==> src/rtl/m_seq_multiplier.sv <==
// Iterative radix-2 shift-add multiplier for RV32M MUL/MULH/MULHSU/MULHU.
// One ripple adder does all arithmetic: the 32 accumulate steps plus a two-step sign fix-up.

module m_adder #(
  parameter int XLEN = 32
) (
  input  logic [XLEN-1:0] i_operand1_32,
  input  logic [XLEN-1:0] i_operand2_32,
  input  logic            i_cIn_1,
  output logic [XLEN-1:0] o_sum_32,
  output logic            o_cOut_1
);

  // The carry is a local variable so the ripple chain is not seen as a self-feeding vector.
  always_comb begin
    logic carry;
    carry    = i_cIn_1;
    o_sum_32 = '0;
    for (int i = 0; i < XLEN; i++) begin
      o_sum_32[i] = i_operand1_32[i] ^ i_operand2_32[i] ^ carry;
      carry       = (i_operand1_32[i] & i_operand2_32[i]) |
                    (carry & (i_operand1_32[i] ^ i_operand2_32[i]));
    end
    o_cOut_1 = carry;
  end

endmodule

module m_seq_multiplier #(
  parameter int XLEN  = 32,
  parameter int CNT_W = 5
) (
  input  logic            i_clk_1,
  input  logic            i_rst_1,
  input  logic            i_opValid_1,
  output logic            o_opReady_1,
  input  logic [1:0]      i_mulOp_2,
  input  logic [XLEN-1:0] i_operand1_32,
  input  logic [XLEN-1:0] i_operand2_32,
  output logic            o_resultValid_1,
  input  logic            i_resultReady_1,
  output logic [XLEN-1:0] o_result_32,
  output logic            o_busy_1
);

  typedef enum logic [2:0] {IDLE, CALC, NEG_LO, NEG_HI, DONE} state_t;
  typedef enum logic [1:0] {OP_MUL, OP_MULH, OP_MULHSU, OP_MULHU} op_t;

  state_t            state, state_nxt;
  op_t               op_q;
  logic [CNT_W-1:0]  cnt;
  logic [2*XLEN-1:0] prod;
  logic [XLEN-1:0]   mcand;
  logic              neg;
  logic              carry_q;

  logic [XLEN-1:0]   add_a, add_b, add_sum;
  logic              add_cin, add_cout;

  logic              rs1_neg, rs2_neg;
  logic [XLEN-1:0]   rs1_abs, rs2_abs, hi_final;

  // Two's-complement negate without an adder: invert every bit above the lowest set bit.
  function automatic logic [XLEN-1:0] negate(input logic [XLEN-1:0] x);
    logic seen;
    seen   = 1'b0;
    negate = '0;
    for (int i = 0; i < XLEN; i++) begin
      negate[i] = x[i] ^ seen;
      seen      = seen | x[i];
    end
  endfunction

  function automatic logic [CNT_W-1:0] incr(input logic [CNT_W-1:0] x);
    logic c;
    c    = 1'b1;
    incr = '0;
    for (int i = 0; i < CNT_W; i++) begin
      incr[i] = x[i] ^ c;
      c       = c & x[i];
    end
  endfunction

  m_adder #(.XLEN(XLEN)) u_adder (
    .i_operand1_32 (add_a),
    .i_operand2_32 (add_b),
    .i_cIn_1       (add_cin),
    .o_sum_32      (add_sum),
    .o_cOut_1      (add_cout)
  );

  // MUL works on raw operands; only the high-word ops treat operands as signed.
  always_comb begin
    rs1_neg = ((i_mulOp_2 == OP_MULH) || (i_mulOp_2 == OP_MULHSU)) && i_operand1_32[XLEN-1];
    rs2_neg = (i_mulOp_2 == OP_MULH) && i_operand2_32[XLEN-1];
    rs1_abs = rs1_neg ? negate(i_operand1_32) : i_operand1_32;
    rs2_abs = rs2_neg ? negate(i_operand2_32) : i_operand2_32;
  end

  always_comb begin
    add_a   = '0;
    add_b   = '0;
    add_cin = 1'b0;
    case (state)
      CALC: begin
        add_a = prod[2*XLEN-1:XLEN];
        add_b = prod[0] ? mcand : '0;
      end
      NEG_LO: begin
        add_a   = ~prod[XLEN-1:0];
        add_cin = 1'b1;
      end
      NEG_HI: begin
        add_a   = ~prod[2*XLEN-1:XLEN];
        add_cin = carry_q;
      end
      default: ;
    endcase
  end

  assign hi_final = neg ? add_sum : prod[2*XLEN-1:XLEN];

  // NOTE: every output of an always_comb gets a default first, so no path can infer a latch.
  always_comb begin
    state_nxt = state;
    case (state)
      IDLE:    if (i_opValid_1) state_nxt = CALC;
      CALC:    if (cnt == CNT_W'(XLEN - 1)) state_nxt = NEG_LO;
      NEG_LO:  state_nxt = NEG_HI;
      NEG_HI:  state_nxt = DONE;
      DONE:    if (i_resultReady_1) state_nxt = IDLE;
      default: state_nxt = IDLE;
    endcase
  end

  // NOTE: sequential state uses non-blocking assignments so all registers update from pre-edge values.
  always_ff @(posedge i_clk_1 or posedge i_rst_1) begin
    if (i_rst_1) state <= IDLE;
    else         state <= state_nxt;
  end

  always_ff @(posedge i_clk_1 or posedge i_rst_1) begin
    if (i_rst_1) begin
      op_q        <= OP_MUL;
      cnt         <= '0;
      prod        <= '0;
      mcand       <= '0;
      neg         <= 1'b0;
      carry_q     <= 1'b0;
      o_result_32 <= '0;
    end else begin
      case (state)
        IDLE: if (i_opValid_1) begin
          op_q  <= op_t'(i_mulOp_2);
          mcand <= rs1_abs;
          prod  <= {{XLEN{1'b0}}, rs2_abs};
          neg   <= rs1_neg ^ rs2_neg;
          cnt   <= '0;
        end
        CALC: begin
          prod <= {add_cout, add_sum, prod[XLEN-1:1]};
          cnt  <= incr(cnt);
        end
        NEG_LO: if (neg) begin
          prod[XLEN-1:0] <= add_sum;
          carry_q        <= add_cout;
        end
        NEG_HI: begin
          prod[2*XLEN-1:XLEN] <= hi_final;
          // The low word was already fixed up in NEG_LO, so MUL can take it directly.
          o_result_32 <= (op_q == OP_MUL) ? prod[XLEN-1:0] : hi_final;
        end
        default: ;
      endcase
    end
  end

  assign o_opReady_1     = (state == IDLE);
  assign o_busy_1        = (state != IDLE);
  assign o_resultValid_1 = (state == DONE);

endmodule

==> config.mk <==
export PLATFORM = sky130hd
export DESIGN_NAME = m_seq_multiplier
export DESIGN_NICKNAME = d
export VERILOG_FILES = /design/src/rtl/m_seq_multiplier.sv
export SDC_FILE = /design/constraint.sdc
export NUM_CORES = 1
export LEC_CHECK = 0
export BUFFER_PORTS_ARGS = -buffer_cell sky130_fd_sc_hd__buf_2
export CAP_MARGIN = 0
export CORE_ASPECT_RATIO = 1.75
export CORE_MARGIN = 4
export CORE_UTILIZATION = 45
export DETAILED_ROUTE_END_ITERATION = 12
export GPL_ROUTABILITY_DRIVEN = 1
export GPL_TIMING_DRIVEN = 0
export PLACE_DENSITY = 0.69
export SLEW_MARGIN = 20
export SYNTH_ARGS = -nofsm -noshare
export SYNTH_HDL_FRONTEND = slang
export SYNTH_SLANG_ARGS = --single-unit
==> constraint.sdc <==
create_clock -name i_clk_1 -period 37.8 [get_ports i_clk_1]
set_input_delay 3.78 -clock i_clk_1 [delete_from_list [all_inputs] [get_ports i_clk_1]]
set_output_delay 3.78 -clock i_clk_1 [all_outputs]
set_load 0.02 [all_outputs]
==> impl_metrics.json, run 1 <==
{
  "portBuffers": 104,
  "crit_path_end_kind": "flip-flop",
  "max_freq_ghz": 0.0559,
  "drtPass1Iterations": 9,
  "start_kind": "flip-flop",
  "ir_drop_mv": 0.0522,
  "grt_pass1_wl_mm": 55.5,
  "critical_path.most_common_cell": "fa_1",
  "min_path_type": "flip-flop to flip-flop",
  "place_congestion": 0.945,
  "dpl.hpwl_mm": 27.3,
  "drc": 0,
  "p_per_area_nw_per_um2": 93.8,
  "cp_data_required_time_ps": 38110,
  "post-cts-setup-buffers": 0,
  "htree_levels": 4,
  "grt_pass1_vias": 10100,
  "period_share_pct": 47.3,
  "skew_ps": 9.11,
  "syn_avg_cell_area_sq_um": 8.43,
  "antenna_left": 0,
  "worst_slew_pin_slew_ps": 1020,
  "fp.dieW_um": 123,
  "ios": 105,
  "postSynth.asyncResetShare_pct": 100,
  "cts_resized": 0,
  "antenna_found_initial": 0,
  "wl_mm": 35.7,
  "grt_usage_pct": 28.0,
  "rsz0062_at_grt": "false",
  "status": "complete, no violations",
  "cap_violations": 0,
  "vias_per_cell": 6.07,
  "cpPeakStageDelay_ps": 500,
  "nNetsFinal": 1531,
  "grt_max_degree": 89,
  "drv_slew": 0,
  "grt.overflow.total": 0,
  "clockBufferDepth": 2,
  "core_sq_um": 22800,
  "postCtsHoldBufs": 0,
  "synth_cell_type_count": 48,
  "critPathKind": "flip-flop to flip-flop",
  "ys.warnings.count": 0,
  "r2r_slack_ps": 19900,
  "syn_nets": 1407,
  "die_y_um": 210,
  "crit_arrival_ps": 18210,
  "syn_area_sq_um": 10500,
  "cts_tree": "built",
  "numCtsBuffers": 17,
  "clk_latency_ps": 430,
  "ys_seq_area_share_pct": 33.5,
  "cts_sinks": 140,
  "antenna_cells": 0,
  "synth_seq_cells": 140,
  "relSlewSlack_pct": 32.0,
  "drt_iter0_markers": 968,
  "start_util_pct": 45.8,
  "area_delta_synth_final_pct": 14.6,
  "clockRootBuffer": "clkbuf_16",
  "power_leakage_nw": 5.75,
  "fp-row-count": 73,
  "critPathSlowestCell": "fa_1",
  "p_total_mw": 1.12,
  "ys.flop_type": "dfrtp_1",
  "route.vias.total": 10200,
  "setup_violations": 0,
  "drive_above_1_share_pct": 13.8,
  "syn-instance-count": 1241,
  "fin_crit_ps": 17900,
  "finalHoldViolCount": 0,
  "wire_per_inst_um": 21.3,
  "path_clk_slew_ps": 70,
  "dieArea_sq_um": 25800,
  "setup_tns_ps": 0,
  "synth_edf_count": 0,
  "path_max_fanout": 10
}
[final cells by class]
cell class	count	area, sq um
Timing Repair Buffer	105	548
Clock inverter	11	134
Fill cell	2262	10800
Sequential cell	140	3500
Multi-Input combinational cell	908	6150
Inverter	71	274
Clock buffer	20	467
Tap cell	300	375
Buffer	122	542
[power by group]
part	internal, mW	switching [mW]
Sequential	0.227	0.0625
Clock	0.103	0.0711
Combinational	0.257	0.405
[cell usage in the layout (no fill, tap or decap), drive strengths merged, types with 3 or more instances in the layout]
cell type / n
nor2: 157
buf: 154
dfrtp: 140
nand2: 139
clkbuf: 93
inv: 74
o21ai: 69
ha: 64
a31oi: 63
and3: 62
a21oi: 33
nor4: 32
a221o: 32
nand2b: 32
fa: 32
mux2i: 31
a211o: 31
a32oi: 31
a21boi: 30
o22ai: 30
nand3: 5
nor2b: 4
clkinvlp: 4
or3: 3
o211ai: 3
[logic make-up (layout without fill, tap and decap cells)]
logic type / Yosys count / after routing / share of synthesized area [%]
AO/OA/AOI/OAI: 329 / 329 / 21.6
XOR/XNOR: 2 / 2 / 0.239
adder cells (fa/ha/maj): 96 / 96 / 13.8
buffers and inverters: 193 / 329 / 7.73
flip-flops: 140 / 140 / 33.5
multiplexers: 32 / 32 / 3.07
AND/OR/NAND/NOR: 449 / 449 / 20.1
[stage by stage]
stage	worst slack, ps	hold slack, ps	cells	area [sq um]	utilization, %
3_3_place_gp	20110	467	1645	11400	49.7
6_report	19900	483	1677	12000	52.5
2_1_floorplan	21400	447	1241	10500	-
4_1_cts	19940	488	1677	12000	52.5
3_5_place_dp	20040	474	1646	11400	49.9
5_1_grt	19400	522	1677	12000	52.5
[final timing paths]
kind,startpoint,end,cells past startpoint
min in group asynchronous,i_rst_1,o_result_32[13],2
min,mcand[31],mcand[31],2
max reg2reg,state[2],prod[63],42
min reg2reg,mcand[31],mcand[31],2
max,state[2],prod[63],42
max in group asynchronous,i_rst_1,mcand[29],3
[metal layers]
| metal | track usage, % | part of all wire [%] | wire length [um] |
|---|---|---|---|
| met5 | 0 | 0 | 0 |
| met4 | 18.8 | 7.6 | 2700 |
| met3 | 3.91 | 5.9 | 2100 |
| met2 | 47.0 | 50 | 17800 |
| met1 | 32.5 | 37 | 13100 |
[registers in the layout, summed over array words and instances, names as in the netlist]
register / flops
carry_q: 1
cnt: 5
mcand: 32
neg: 1
o_result_32: 32
op_q: 2
prod: 64
state: 3
[Yosys cell counts, drive strengths merged, types with 3 or more instances]
cell type	n	area (sq um)
o21ai	69	345
nand2	139	522
inv	71	267
buf	49	268
and3	62	388
a21boi	30	225
nand3	5	25.0
a21oi	33	165
a211o	31	272
nor2	157	589
nand2b	32	200
or3	3	18.8
o211ai	3	22.5
o22ai	30	188
mux2i	31	310
dfrtp	140	3500
a31oi	63	394
fa	32	641
nor2b	4	25.0
nor4	32	200
ha	64	801
clkbuf	73	274
a221o	32	320
a32oi	31	272
[worst max-delay path: cells and delay by family, from the launching register on]
kind	cells	cell delay (ps)
simple gates	1	110
compound gates	2	490
fa+ha+maj	32	15060
mux	1	290
flops	1	460
buf+inv	6	1360
Note: power is estimated with default switching activity, not from simulation.
==> run 2, diff against run 1 <==
Clock period 37.8 ns to 17.1 ns, I/O delays scaled along.
==> run 2 against run 1 <==
Against the previous run: routed wire length is 0.31% higher; critical path depth stayed put; combinational power is 120% higher; first-iteration DRC count is 2.7% lower; critical path type unchanged; largest cell class unchanged; largest power group unchanged.
==> impl_metrics.json, run 2 (synthesized netlist as in run 1, its figures left out) <==
{
  "path_max_fanout": 10,
  "registers.top_by_ff_count": "prod",
  "antenna_found_initial": 0,
  "status": "complete, no violations",
  "numCtsBuffers": 17,
  "die_y_um": 210,
  "worst_slack_ps": 418,
  "ff2ff_path_depth": 42,
  "mostFrequentLayoutCells": "157 x nor2_1, 143 x buf_2, 139 x nand2_1, 139 x dfrtp_1, 70 x inv_1",
  "route.vias.total": 10200,
  "p_per_area_nw_per_um2": 207,
  "fp-row-count": 73,
  "grt.overflow.total": 0,
  "skew_ps": 11.2,
  "grt_max_degree": 89,
  "grt_usage_pct": 27.9,
  "core_sq_um": 22800,
  "htree_levels": 4,
  "drv_slew": 0,
  "period_share_pct": 97.6,
  "crit_path_end_kind": "flip-flop",
  "area_delta_synth_final_pct": 15.4,
  "layout_commonest_cell": "nor2_1",
  "vias_per_cell": 6.10,
  "holdPathStages": 2,
  "r2r_slack_ps": 420,
  "p_total_mw": 2.50,
  "path_clk_slew_ps": 70,
  "finalHoldViolCount": 0,
  "fin_crit_ps": 16680,
  "clockBufferDepth": 2,
  "setup_violations": 0,
  "drtPass1Iterations": 6,
  "clk_latency_ps": 430,
  "critPathKind": "flip-flop to flip-flop",
  "min_to": "mcand[31]",
  "fill_cells": 2242,
  "wl_mm": 35.8,
  "min_path_type": "flip-flop to flip-flop",
  "cts_tree": "built",
  "start_kind": "flip-flop",
  "max_freq_ghz": 0.0599,
  "largest_reg_flops": 64,
  "ios": 105,
  "dpl.hpwl_mm": 27.3,
  "critPathSlowestCell": "fa_1",
  "crit_arrival_ps": 17000,
  "cp_data_required_time_ps": 17420,
  "nNetsFinal": 1530,
  "postCtsHoldBufs": 0,
  "r2r-start": "state[2]",
  "place_congestion": 0.945,
  "portBuffers": 104,
  "cap_violations": 0,
  "top_regs": "prod (64), mcand (32), o_result_32 (32)",
  "fp.dieW_um": 123,
  "power_leakage_nw": 5.78,
  "worst_slew_pin_slew_ps": 1040,
  "critical_path.most_common_cell": "fa_1",
  "ir_drop_mv": 0.120,
  "drt_iter0_markers": 942,
  "dieArea_sq_um": 25800,
  "min-delay-start": "mcand[31]",
  "drive_above_1_share_pct": 15.1,
  "antenna_cells": 0,
  "start_util_pct": 45.8,
  "clockRootBuffer": "clkbuf_16",
  "rsz0062_at_grt": "false",
  "drc": 0,
  "wire_per_inst_um": 21.4,
  "final_core_util_pct": 52.9,
  "grt_pass1_wl_mm": 55.4,
  "startpoint": "state[2]",
  "relSlewSlack_pct": 30.4,
  "r2r_end": "prod[63]",
  "cpPeakStageDelay_ps": 480,
  "antenna_left": 0,
  "dp_slack_ps": -658,
  "cts_sinks": 140,
  "grt_pass1_vias": 10100
}
[run 2: cell types whose count changed in the layout (fill, tap and decap cells not counted), sizes merged]
cell and change:
clkbuf -1
[run 2: how the worst max path moves through the flow]
stage | cells after the start | slack [ps] | end
2_1_floorplan | 43 | 700 | prod[63]
5_1_grt | 42 | 30 | prod[63]
3_3_place_gp | 42 | -590 | prod[63]
3_5_place_dp | 42 | -660 | prod[63]
4_1_cts | 42 | 50 | prod[63]
6_report | 42 | 420 | prod[63]
[run 2: area by class of cell]
cell class,count,area [sq um],area share [%]
Timing Repair Buffer,106,556,4.60
Buffer,120,574,4.76
Tap cell,300,375,3.11
Sequential cell,140,3500,29.0
Inverter,71,274,2.27
Clock buffer,20,467,3.87
Clock inverter,11,134,1.11
Multi-Input combinational cell,908,6190,51.3
[run 2: per-layer routing]
layer	track usage [%]	wire length (um)	up-vias
li1	-	-	4663
met1	32.4	13100	4924
met2	46.9	17700	489
met3	3.91	2220	145
met4	18.9	2820	0
met5	0	0	-
[run 2: through the flow]
stage | std cells | area [sq um] | TNS [ps] | hold slack, ps
after floorplan | 1241 | 10500 | 0 | 447
after global placement | 1645 | 11400 | -1670 | 467
after detailed placement | 1646 | 11400 | -1920 | 474
after CTS | 1675 | 12000 | 0 | 488
after global routing | 1676 | 12100 | 0 | 522
final | 1676 | 12100 | 0 | 486
[run 2: what timing repair did]
item / 4_1_cts / 5_1_grt
pin swaps: 0 / 1
resized for setup: 22 / 11
buffers inserted: 0 / 1
cloned: 0 / 0
endpoints found under the setup margin: 7 / 4
[run 2: power by group]
| part | internal (mW) | total [mW] | switching, mW |
|---|---|---|---|
| sequential | 0.501 | 0.640 | 0.139 |
| clock | 0.227 | 0.385 | 0.157 |
| combinational | 0.582 | 1.48 | 0.896 |
[run 2: critical path, delay by kind of cell, from the launching register on]
kind                     cells  cell delay [ps]
adder cells (fa/ha/maj)     32            14520
buffers and inverters        6              900
flip-flops                   1              460
AO/OA/AOI/OAI                2              380
multiplexers                 1              190
AND/OR/NAND/NOR              1               80
==> run 3, diff against run 2 <==
Settings changed: ABC_AREA from default to 1, PLACE_DENSITY 0.69 to 0.66.
==> run 3 against run 2 <==
Against the previous run: synthesized area shrank 4.4%; setup slack gained 44 ps; cell area shrank 3.9%; total power shrank 12%; clock power is essentially flat; largest power group unchanged.
==> impl_metrics.json, run 3 <==
{
  "swShare_pct": 50.5,
  "finalHoldViolCount": 0,
  "grt_util_met2_pct": 46.5,
  "synth_xor_area_share_pct": 0.175,
  "critical_path.most_common_cell": "fa_1",
  "synth_edf_count": 0,
  "grt.overflow.total": 0,
  "registers.top_by_ff_count": "prod",
  "htree_levels": 4,
  "max_freq_ghz": 0.0601,
  "crit_arrival_ps": 16960,
  "synth_compound_area_share_pct": 13.6,
  "final_core_util_pct": 53.5,
  "grt_max_degree": 83,
  "numCtsBuffers": 17,
  "nNetsFinal": 1705,
  "syn_avg_cell_area_sq_um": 7.08,
  "ir_drop_mv": 0.0692,
  "cap_violations": 0,
  "wire_per_inst_um": 16.4,
  "yosys.area.top_type": "dfrtp_1",
  "synthSimpleGateAreaFrac_pct": 27.3,
  "core_sq_um": 21700,
  "synth_area_leaders": "dfrtp_1 35%, nand2_1 19%, ha_1 8.0%, o21ai_0 6.6%, fa_1 6.4%",
  "synth_commonest_cells": "500 x nand2_1, 141 x inv_1, 140 x dfrtp_1",
  "clockRootBuffer": "clkbuf_16",
  "holdPathStages": 2,
  "route.vias.total": 9658,
  "fill_cells": 2260,
  "drc": 0,
  "seq_power_share_pct": 27.1,
  "layout_commonest_cell": "nand2_1",
  "postCtsHoldBufs": 0,
  "critical_path.top_delay_family": "adder cells",
  "switching_power_mw": 1.11,
  "grt_pass1_vias": 10100,
  "drt_iter0_markers": 617,
  "ys.warnings.count": 0,
  "syn_nets": 1577,
  "syn_area_sq_um": 9990,
  "crit_path_end_kind": "flip-flop",
  "wl_mm": 30.3,
  "ys.flop_type": "dfrtp_1",
  "antenna_left": 0,
  "cts_tree": "built",
  "path_max_fanout": 10,
  "min_path_type": "flip-flop to flip-flop",
  "r2r_slack_ps": 460,
  "hold_slack_ps": 475,
  "synthAdderAreaFrac_pct": 14.4,
  "critPathBufInv": 3,
  "cts_sinks": 140,
  "synthMuxAreaShare_pct": 0,
  "setup_tns_ps": 0,
  "grt_usage_pct": 25.6,
  "dpl.hpwl_mm": 23.4,
  "relSlewSlack_pct": 50.7,
  "status": "complete, no violations",
  "skew_ps": 14.3,
  "synth_most_common_cell": "nand2_1",
  "r2r-start": "state[2]",
  "min_to": "o_result_32[25]",
  "largest_reg_flops": 64,
  "drive_above_1_share_pct": 13.2,
  "fp-row-count": 71,
  "clkPwrFrac_pct": 17.4,
  "grt_pass1_wl_mm": 50.2,
  "yosysTopAreaCellShare_pct": 35.1,
  "worst_slew_pin_slew_ps": 739,
  "p_total_mw": 2.19,
  "multi_input_area_sq_um": 5580,
  "portBuffers": 104,
  "period_share_pct": 97.3,
  "antenna_cells": 0,
  "power_leakage_nw": 6.36,
  "comb_power_share_pct": 55.5,
  "drtPass1Iterations": 7,
  "fp.dieW_um": 121,
  "mostFrequentLayoutCells": "499 x nand2_1, 140 x inv_1, 138 x dfrtp_1",
  "setup_violations": 0,
  "dieArea_sq_um": 24800,
  "use_met1_pct": 29.5,
  "p_per_area_nw_per_um2": 189,
  "postSynth.asyncResetShare_pct": 100,
  "cp_data_required_time_ps": 17420,
  "path_clk_slew_ps": 60,
  "start_util_pct": 46.1,
  "place_congestion": 0.933,
  "syn-instance-count": 1411,
  "antenna_found_initial": 0,
  "synth_seq_cells": 140,
  "die_y_um": 205,
  "cpPeakStageDelay_ps": 480,
  "start_kind": "flip-flop",
  "clk_latency_ps": 450,
  "critPathSlowestCell": "fa_1",
  "ios": 105,
  "area_delta_synth_final_pct": 16.0,
  "grt_use_met3_pct": 3.62,
  "grt.busiest_layer": "met2",
  "regArea_sq_um": 3510,
  "synth_cell_type_count": 28,
  "rsz0062_at_grt": "false",
  "ff2ff_path_depth": 43,
  "ys_seq_area_share_pct": 35.1,
  "top_regs": "prod (64), mcand (32), o_result_32 (32)",
  "synth_top_family_by_area": "simple AND/OR/NAND/NOR gates",
  "min-delay-start": "o_result_32[25]",
  "critPathKind": "flip-flop to flip-flop",
  "vias_per_cell": 5.24,
  "r2r_end": "o_result_32[31]",
  "clockBufferDepth": 2,
  "fin_crit_ps": 16640,
  "drv_slew": 0,
  "internal_power_mw": 1.08
}
-- run 3: changes by cell type after synthesis, sizes merged, moves of 31 or more --
cell    previous run  this run
and3              62         0
a31oi             63         0
nand2            139       501
a211o             31         0
a32oi             31         0
o21ai             69       133
a21oi             33        92
a221o             32         0
nor4              32         0
nor2             157        40
inv               71       146
mux2i             31         0
nand2b            32         0
nand3              5       130
-- run 3: power by group through the flow --
stage / combinational, mW / sequential (mW) / clock, mW
after floorplan: 0.806 / 0.606 / 0
after global placement: 1.16 / 0.590 / 0
after detailed placement: 1.18 / 0.593 / 0
after CTS: 1.20 / 0.590 / 0.384
after global routing: 1.37 / 0.612 / 0.396
final: 1.22 / 0.593 / 0.382
-- run 3: timing repair --
action                     CTS  global route
resized for setup           13             9
buffers inserted             3             2
pin swaps                    1             1
gates cloned                 0             0
setup endpoints to repair    5             6
-- run 3: worst max path at each step --
stage / start / end / slack [ps] / depth (start not counted)
final: state[2] / o_result_32[31] / 460 / 43
after global placement: state[1] / o_result_32[31] / -420 / 44
after CTS: state[1] / o_result_32[31] / 40 / 44
after global routing: state[1] / o_result_32[31] / 50 / 44
after detailed placement: state[1] / o_result_32[31] / -470 / 44
after floorplan: state[1] / o_result_32[31] / 900 / 44
-- run 3: tightest hold or removal path: stages, from the launching register on --
cell and delay, ps:
dfrtp_1 340, nand2_1 50, nand2_1 50
-- run 3: layout make-up --
type	count	share of cell area, %
Tap cell	292	3.15
Clock buffer	18	3.70
Sequential cell	140	30.2
Timing Repair Buffer	110	5.05
Clock inverter	14	1.38
Inverter	147	4.84
Buffer	90	3.50
Multi-Input combinational cell	1033	48.1
-- run 3: metal layers --
layer / share of wire (%) / wire length [um]
met1: 39 / 11800
met2: 52 / 15700
met3: 5.5 / 1670
met4: 3.5 / 1070
met5: 0 / 0
-- run 3: logic make-up after synthesis --
| kind of cell | count (synthesis) |
|---|---|
| xor gates and xnor gates | 2 |
| DFF | 140 |
| adders and majority gates | 96 |
| and+or+nand+nor | 674 |
| AOI/OAI and AO/OA | 261 |
| buffers and inverters | 238 |
-- run 3: stage by stage --
stage          cell area (sq um)  setup WS, ps  instances
2_1_floorplan               9990           902       1411
3_3_place_gp               10900          -421       1807
3_5_place_dp               10900          -470       1808
4_1_cts                    11600          39.5       1842
5_1_grt                    11600          48.6       1844
6_report                   11600           462       1844
